$ cat src/rtl/multi_pulser_pkg.sv
// multi_pulser shared definitions: edge-mode codes, channel FSM
// state type and counter-width helpers. Optional: MULTI_PULSER_REPEAT_EN.
package multi_pulser_pkg;

    localparam int EDGE_RISING  = 0;
    localparam int EDGE_FALLING = 1;
    localparam int EDGE_BOTH    = 2;

`ifdef MULTI_PULSER_REPEAT_EN
    typedef enum logic [1:0] {
        IDLE,
        PULSING,
        REPEAT_WAIT
    } state_t;
`else
    typedef enum logic {
        IDLE,
        PULSING
    } state_t;
`endif

    // bits needed to hold the values 0..n
    function automatic int cnt_w(input int n);
        return (n < 1) ? 1 : $clog2(n + 1);
    endfunction

    function automatic int max2(input int a, input int b);
        return (a > b) ? a : b;
    endfunction

endpackage

$ cat src/rtl/multi_pulser_channel.sv
// pulser_channel: one channel's debounce, edge detect and pulse FSM
// (plus auto-repeat when MULTI_PULSER_REPEAT_EN is defined).
// Ports: clock, reset (sync, active high), trigger, clear_overrun
// in; pulse, level, overrun out (all registered).
module pulser_channel
    import multi_pulser_pkg::*;
#(
    parameter int DEBOUNCE      = 4,
    parameter int PULSE_WIDTH   = 1,
`ifdef MULTI_PULSER_REPEAT_EN
    parameter int REPEAT_DELAY  = 1000,
    parameter int REPEAT_PERIOD = 250,
`endif
    parameter int EDGE_MODE     = EDGE_RISING
) (
    input  logic clock,
    input  logic reset,
    input  logic trigger,
    input  logic clear_overrun,
    output logic pulse,
    output logic level,
    output logic overrun
);

    localparam int DW = cnt_w(DEBOUNCE);
    localparam int PW = cnt_w(PULSE_WIDTH);

    localparam logic [DW-1:0] DLAST = DW'(DEBOUNCE - 1);
    localparam logic [PW-1:0] PLAST = PW'(PULSE_WIDTH - 1);

    // level value that counts as "pressed" for the repeat logic
    localparam logic ACT = (EDGE_MODE == EDGE_FALLING) ? 1'b0 : 1'b1;

`ifdef MULTI_PULSER_REPEAT_EN
    localparam int RW = cnt_w(max2(REPEAT_DELAY, REPEAT_PERIOD));
    localparam logic [RW-1:0] RFIRST = RW'(REPEAT_DELAY - 1);
    localparam logic [RW-1:0] RNEXT  = RW'(REPEAT_PERIOD - 1);
    localparam bit REP_OK = (EDGE_MODE != EDGE_BOTH);
`endif

    logic [DW-1:0] dcnt_q;
    logic          level_q;
    logic          flip;
    logic          lvl_nx;
    logic          ev;

    // the sample that completes the run of DEBOUNCE differing samples
    assign flip   = (trigger != level_q) && (dcnt_q == DLAST);
    assign lvl_nx = level_q ^ flip;
    assign ev     = flip &&
                    (EDGE_MODE == EDGE_BOTH || lvl_nx == ACT);

    always_ff @(posedge clock) begin
        if (reset) begin
            dcnt_q  <= '0;
            level_q <= 1'b0;
        end else if (trigger == level_q) begin
            dcnt_q  <= '0;
        end else if (flip) begin
            dcnt_q  <= '0;
            level_q <= ~level_q;
        end else begin
            dcnt_q  <= dcnt_q + 1'b1;
        end
    end

    state_t        state_q, state_d;
    logic [PW-1:0] pcnt_q, pcnt_d;
    logic          pulse_q, pulse_d;
    logic          ovr_q, ovr_d;
`ifdef MULTI_PULSER_REPEAT_EN
    logic [RW-1:0] rcnt_q, rcnt_d;
`endif

    always_ff @(posedge clock) begin
        if (reset) begin
            state_q <= IDLE;
            pcnt_q  <= '0;
            pulse_q <= 1'b0;
            ovr_q   <= 1'b0;
`ifdef MULTI_PULSER_REPEAT_EN
            rcnt_q  <= '0;
`endif
        end else begin
            state_q <= state_d;
            pcnt_q  <= pcnt_d;
            pulse_q <= pulse_d;
            ovr_q   <= ovr_d;
`ifdef MULTI_PULSER_REPEAT_EN
            rcnt_q  <= rcnt_d;
`endif
        end
    end

    always_comb begin
        state_d = state_q;
        pcnt_d  = pcnt_q;
        pulse_d = pulse_q;
        ovr_d   = ovr_q & ~clear_overrun;
`ifdef MULTI_PULSER_REPEAT_EN
        // rcnt runs from each pulse start, so the
        // repeat spacing is measured start to start
        rcnt_d  = rcnt_q - RW'(rcnt_q != '0);
`endif
        unique case (state_q)
            IDLE: begin
                if (ev) begin
                    state_d = PULSING;
                    pulse_d = 1'b1;
                    pcnt_d  = PLAST;
`ifdef MULTI_PULSER_REPEAT_EN
                    rcnt_d  = RFIRST;
`endif
                end
            end
            PULSING: begin
                if (ev)
                    ovr_d = 1'b1;
                if (pcnt_q != '0) begin
                    pcnt_d = pcnt_q - 1'b1;
                end else begin
                    pulse_d = 1'b0;
                    state_d = IDLE;
`ifdef MULTI_PULSER_REPEAT_EN
                    if (REP_OK && lvl_nx == ACT)
                        state_d = REPEAT_WAIT;
`endif
                end
            end
`ifdef MULTI_PULSER_REPEAT_EN
            REPEAT_WAIT: begin
                if (ev) begin
                    state_d = PULSING;
                    pulse_d = 1'b1;
                    pcnt_d  = PLAST;
                    rcnt_d  = RFIRST;
                end else if (lvl_nx != ACT) begin
                    state_d = IDLE;
                end else if (rcnt_q == '0) begin
                    state_d = PULSING;
                    pulse_d = 1'b1;
                    pcnt_d  = PLAST;
                    rcnt_d  = RNEXT;
                end
            end
`endif
            default: state_d = IDLE;
        endcase
    end

    assign pulse   = pulse_q;
    assign level   = level_q;
    assign overrun = ovr_q;

endmodule

$ cat src/rtl/multi_pulser.sv
// multi_pulser: NUM_CH independent debounced one-shot pulsers.
// Ports: clock, reset (sync, active high), trigger[NUM_CH],
// clear_overrun[NUM_CH] in; pulse, level, overrun[NUM_CH] out.
// Optional auto-repeat: define MULTI_PULSER_REPEAT_EN.
module multi_pulser
    import multi_pulser_pkg::*;
#(
    parameter int NUM_CH        = 4,
    parameter int DEBOUNCE      = 4,
    parameter int PULSE_WIDTH   = 1,
    parameter int EDGE_MODE     = EDGE_RISING,
    parameter int REPEAT_DELAY  = 1000,
    parameter int REPEAT_PERIOD = 250
) (
    input  logic              clock,
    input  logic              reset,
    input  logic [NUM_CH-1:0] trigger,
    input  logic [NUM_CH-1:0] clear_overrun,
    output logic [NUM_CH-1:0] pulse,
    output logic [NUM_CH-1:0] level,
    output logic [NUM_CH-1:0] overrun
);

    for (genvar i = 0; i < NUM_CH; i++) begin : g_ch
        pulser_channel #(
            .DEBOUNCE      (DEBOUNCE),
            .PULSE_WIDTH   (PULSE_WIDTH),
`ifdef MULTI_PULSER_REPEAT_EN
            .REPEAT_DELAY  (REPEAT_DELAY),
            .REPEAT_PERIOD (REPEAT_PERIOD),
`endif
            .EDGE_MODE     (EDGE_MODE)
        ) u_ch (
            .clock         (clock),
            .reset         (reset),
            .trigger       (trigger[i]),
            .clear_overrun (clear_overrun[i]),
            .pulse         (pulse[i]),
            .level         (level[i]),
            .overrun       (overrun[i])
        );
    end

endmodule

$ cat config.mk
export PLATFORM = sky130hd
export DESIGN_NAME = multi_pulser
export DESIGN_NICKNAME = d
export VERILOG_FILES = /design/src/rtl/multi_pulser_pkg.sv /design/src/rtl/multi_pulser_channel.sv /design/src/rtl/multi_pulser.sv
export SDC_FILE = /design/constraint.sdc
export NUM_CORES = 1
export LEC_CHECK = 0
export BUFFER_PORTS_ARGS = -buffer_cell sky130_fd_sc_hd__buf_2
export CAP_MARGIN = 40
export CORE_UTILIZATION = 53
export CTS_CLUSTER_SIZE = 40
export DETAILED_ROUTE_END_ITERATION = 7
export PLACE_DENSITY = 0.85
export RECOVER_POWER = 25
export SLEW_MARGIN = 20
export SYNTH_ARGS = -nofsm -noshare
export SYNTH_HDL_FRONTEND = slang
export SYNTH_SLANG_ARGS = --single-unit
$ cat constraint.sdc
create_clock -name clock -period 1.4 [get_ports clock]
set_clock_uncertainty 0.15 [all_clocks]
set_input_delay 0.21 -clock clock [delete_from_list [all_inputs] [get_ports clock]]
set_output_delay 0.21 -clock clock [all_outputs]
set_load 0.005 [all_outputs]
==> flow_metrics.env <==
export IMPL_status="finished clean"
export IMPL_pwr_share_seq=0.635
export IMPL_overflow=0
export IMPL_diodes=0
export IMPL_fin_crit_sh=0.9425
export IMPL_synth_area_um2=1184
export IMPL_clock_latency_ps=310
export IMPL_pwr_share_clk=0.294
export IMPL_totalWireLength_um=1835
export IMPL_final_util=0.6702
export IMPL_netSwitchingFraction=0.2105
export IMPL_drc=0
export IMPL_ys_warnings_count=0
export IMPL_p_sw_mw=0.2716
export IMPL_report_final_setup_viol=0
export IMPL_core_area_um2=2022
export IMPL_drv_cap=0
export IMPL_syn_nets=125
export IMPL_netlist_instances=107
export IMPL_critPathKind="reg2reg"
export IMPL_met2_length_um=927
export IMPL_grt_pass1_wl_um=3008
export IMPL_initial_utilization=0.5854
export IMPL_fmax_mhz=757.9
export IMPL_worst_pin_slew_ps=363.6
export IMPL_dieArea_um2=2426
export IMPL_place_area_um2=1225
export IMPL_firstDrtPassIters=3
export IMPL_p_leak_nw=0.4823
export IMPL_avgRoutedWirePerCell_um=12.32
export IMPL_hold_viol=0
export IMPL_dpl_cell_count=141
export IMPL_crit_chain="ha_1 -> ha_4 -> nand3b_1 -> a211oi_2"
export IMPL_power_mw=1.290
export IMPL_cts_sinks=28
export IMPL_ir_drop_mv=0.6904
export IMPL_powerDensity_nw_per_um2=952.2
export IMPL_worstPathArrival_ps=1420
export IMPL_ys_types=16
export IMPL_routed_top_layer="met4"
export IMPL_die_y_um=49.26
export IMPL_fin_cells=149
export IMPL_cts_max_level=1
export IMPL_end_kind="register"
export IMPL_final_layout_size_suffix_gt1_frac=0.3197
export IMPL_slowest_stage="dfxtp_1"
export IMPL_antenna_found_initial=0
export IMPL_io_pins=22
export IMPL_grt_max_degree=22
export IMPL_slew_limit_headroom=0.7559
export IMPL_grt_pass1_vias=758
export IMPL_crit_buf_inv=0
export IMPL_cts_root_buf="clkbuf_4"
export IMPL_fp_row_count=16
export IMPL_numCtsBuffers=3
export IMPL_critPathTopFamily="flip-flops"
export IMPL_min_delay_start="trigger[1]"
export IMPL_required_ps=1500
export IMPL_drt_iter0_drc=10
export IMPL_fin_area_um2=1355
export IMPL_startpoint="g_ch[1].u_ch.dcnt_q[0]"
export IMPL_area_growth_synth_to_final_pct=14.48
export IMPL_num_vias=761
export IMPL_synth_seq_cells=28
export IMPL_wl_met1_um=812
export IMPL_critPathMaxFanout=5
export IMPL_r2r_start="g_ch[1].u_ch.dcnt_q[0]"
export IMPL_portBuffers=21
export IMPL_cts_buffer_depth=2
export IMPL_startpoint_type="register"
export IMPL_route_met3_wl_um=87
export IMPL_viasPerCell=5.107
export IMPL_period_needed_ps=1319
export IMPL_clk_pin_slew_worst_paths_ps=140
export IMPL_dpl_hpwl_um=1326
export IMPL_rsz0062_at_grt="false"
export IMPL_cts_tree="built"
export IMPL_power_frac_comb=0.070
export IMPL_place_gp_congestion=0.7475
export IMPL_synth_seq_area_share=0.4736
export IMPL_layout_nets=141
export IMPL_track_usage=0.1641
export IMPL_drt_antenna_violating_nets=0
export IMPL_dieWidth_um=49.26
export IMPL_power_internal_mw=1.019
export IMPL_slew_viol_final=0
export IMPL_cpPeakStageDelay_ps=370
export IMPL_min_path_type="in2reg"
export IMPL_syn_avg_cell_area_um2=11.06
export IMPL_setup_tns_ps=0
## synthesized netlist by cell type
cell | number | share of area
nor4b_2 | 4 | 0.051
dfxtp_1 | 28 | 0.47
ha_1 | 8 | 0.085
inv_1 | 12 | 0.038
xnor2_1 | 4 | 0.030
o32ai_1 | 4 | 0.030
nand2b_1 | 4 | 0.021
nand3b_1 | 4 | 0.025
nor4_1 | 8 | 0.042
a211oi_2 | 4 | 0.042
mux2i_1 | 4 | 0.034
buf_2 | 1 | 0.0042
nor2_1 | 4 | 0.013
buf_4 | 12 | 0.076
buf_6 | 2 | 0.019
nor3_1 | 4 | 0.017
## registers in the layout, summed over array words and instances, names as in the netlist
| name | count |
|---|---|
| g_ch.u_ch.dcnt_q | 12 |
| g_ch.u_ch.level | 4 |
| g_ch.u_ch.overrun | 4 |
| g_ch.u_ch.pulse | 4 |
| g_ch.u_ch.state_q | 4 |
## tightest hold or removal path: cells and delay by family
| kind | cells | cell delay (ps) |
|---|---|---|
| buffers and inverters | 1 | 110 |
| muxes | 1 | 70 |
| and+or+nand+nor | 1 | 80 |
## area by class of cell
class	count	area [µm²]
multi-input cells	52	515.5
inverters	12	45.04
fillers	182	666.9
repair buffers	26	160.2
well taps	27	33.78
flip-flops and latches	28	564.3
clock buffers	4	36.28
## per-layer routing
| metal | global-route usage | vias up |
|---|---|---|
| li1 | - | 393 |
| met1 | 0.1699 | 350 |
| met2 | 0.3059 | 16 |
| met3 | 0.04984 | 2 |
| met4 | 0.05882 | 0 |
| met5 | 0 | - |
## timing repair
action / in CTS / in global routing
resized for setup: 4 / 9
endpoints found under the setup margin: 4 / 6
hold buffers: 4 / 0
endpoints found under the hold margin: 4 / 0
buffers inserted: 0 / 0
pin swaps: 0 / 2
## metrics by stage
step           hold WS (ps)  setup slack [ps]
2_1_floorplan         163.6             143.1
3_3_place_gp          251.3             48.00
3_5_place_dp          253.2            -9.523
4_1_cts               13.97             15.15
5_1_grt               32.34             5.351
6_report              19.54             80.52
## power by group through the flow
stage          Combinational (mW)  Sequential (mW)  Clock [mW]
2_1_floorplan              0.0531            0.834           0
3_3_place_gp               0.0747            0.835           0
3_5_place_dp               0.0782            0.836           0
4_1_cts                    0.0872            0.819       0.395
5_1_grt                    0.0992            0.822       0.439
6_report                   0.0906            0.820       0.380
## cells by family after synthesis
group,Yosys count,synth area share
flip-flops,28,0.4736
AO/OA/AOI/OAI,8,0.07188
XOR/XNOR,4,0.02960
AND/OR/NAND/NOR,28,0.1691
multiplexers,4,0.03383
buffers and inverters,27,0.1374
adder cells (fa/ha/maj),8,0.08457
## layout by cell type, fill, tap and decap left out
cell and n:
clkbuf_4 3, a211oi_2 4, buf_2 17, clkbuf_8 1
ha_2 2, dfxtp_2 3, ha_1 2, nand3b_1 4
mux2i_1 4, buf_12 1, o32ai_1 4, ha_4 4
dlygate4sd3_1 4, xnor2_1 4, dfxtp_1 25, nor4_1 8
inv_1 12, clkbuf_1 4, nand2b_1 4, nor2_1 4
nor4b_2 4, nor3_1 4
## final timing paths
path | to | slack (ps) | cells after the start
worst min-delay path | g_ch[1].u_ch.level | 20 | 3
worst min register to register | g_ch[0].u_ch.dcnt_q[0] | 270 | 1
worst max register to register | g_ch[1].u_ch.pulse | 80 | 4
worst max-delay path | g_ch[1].u_ch.pulse | 80 | 4
No activity file was read; power rests on OpenSTA's default activity.
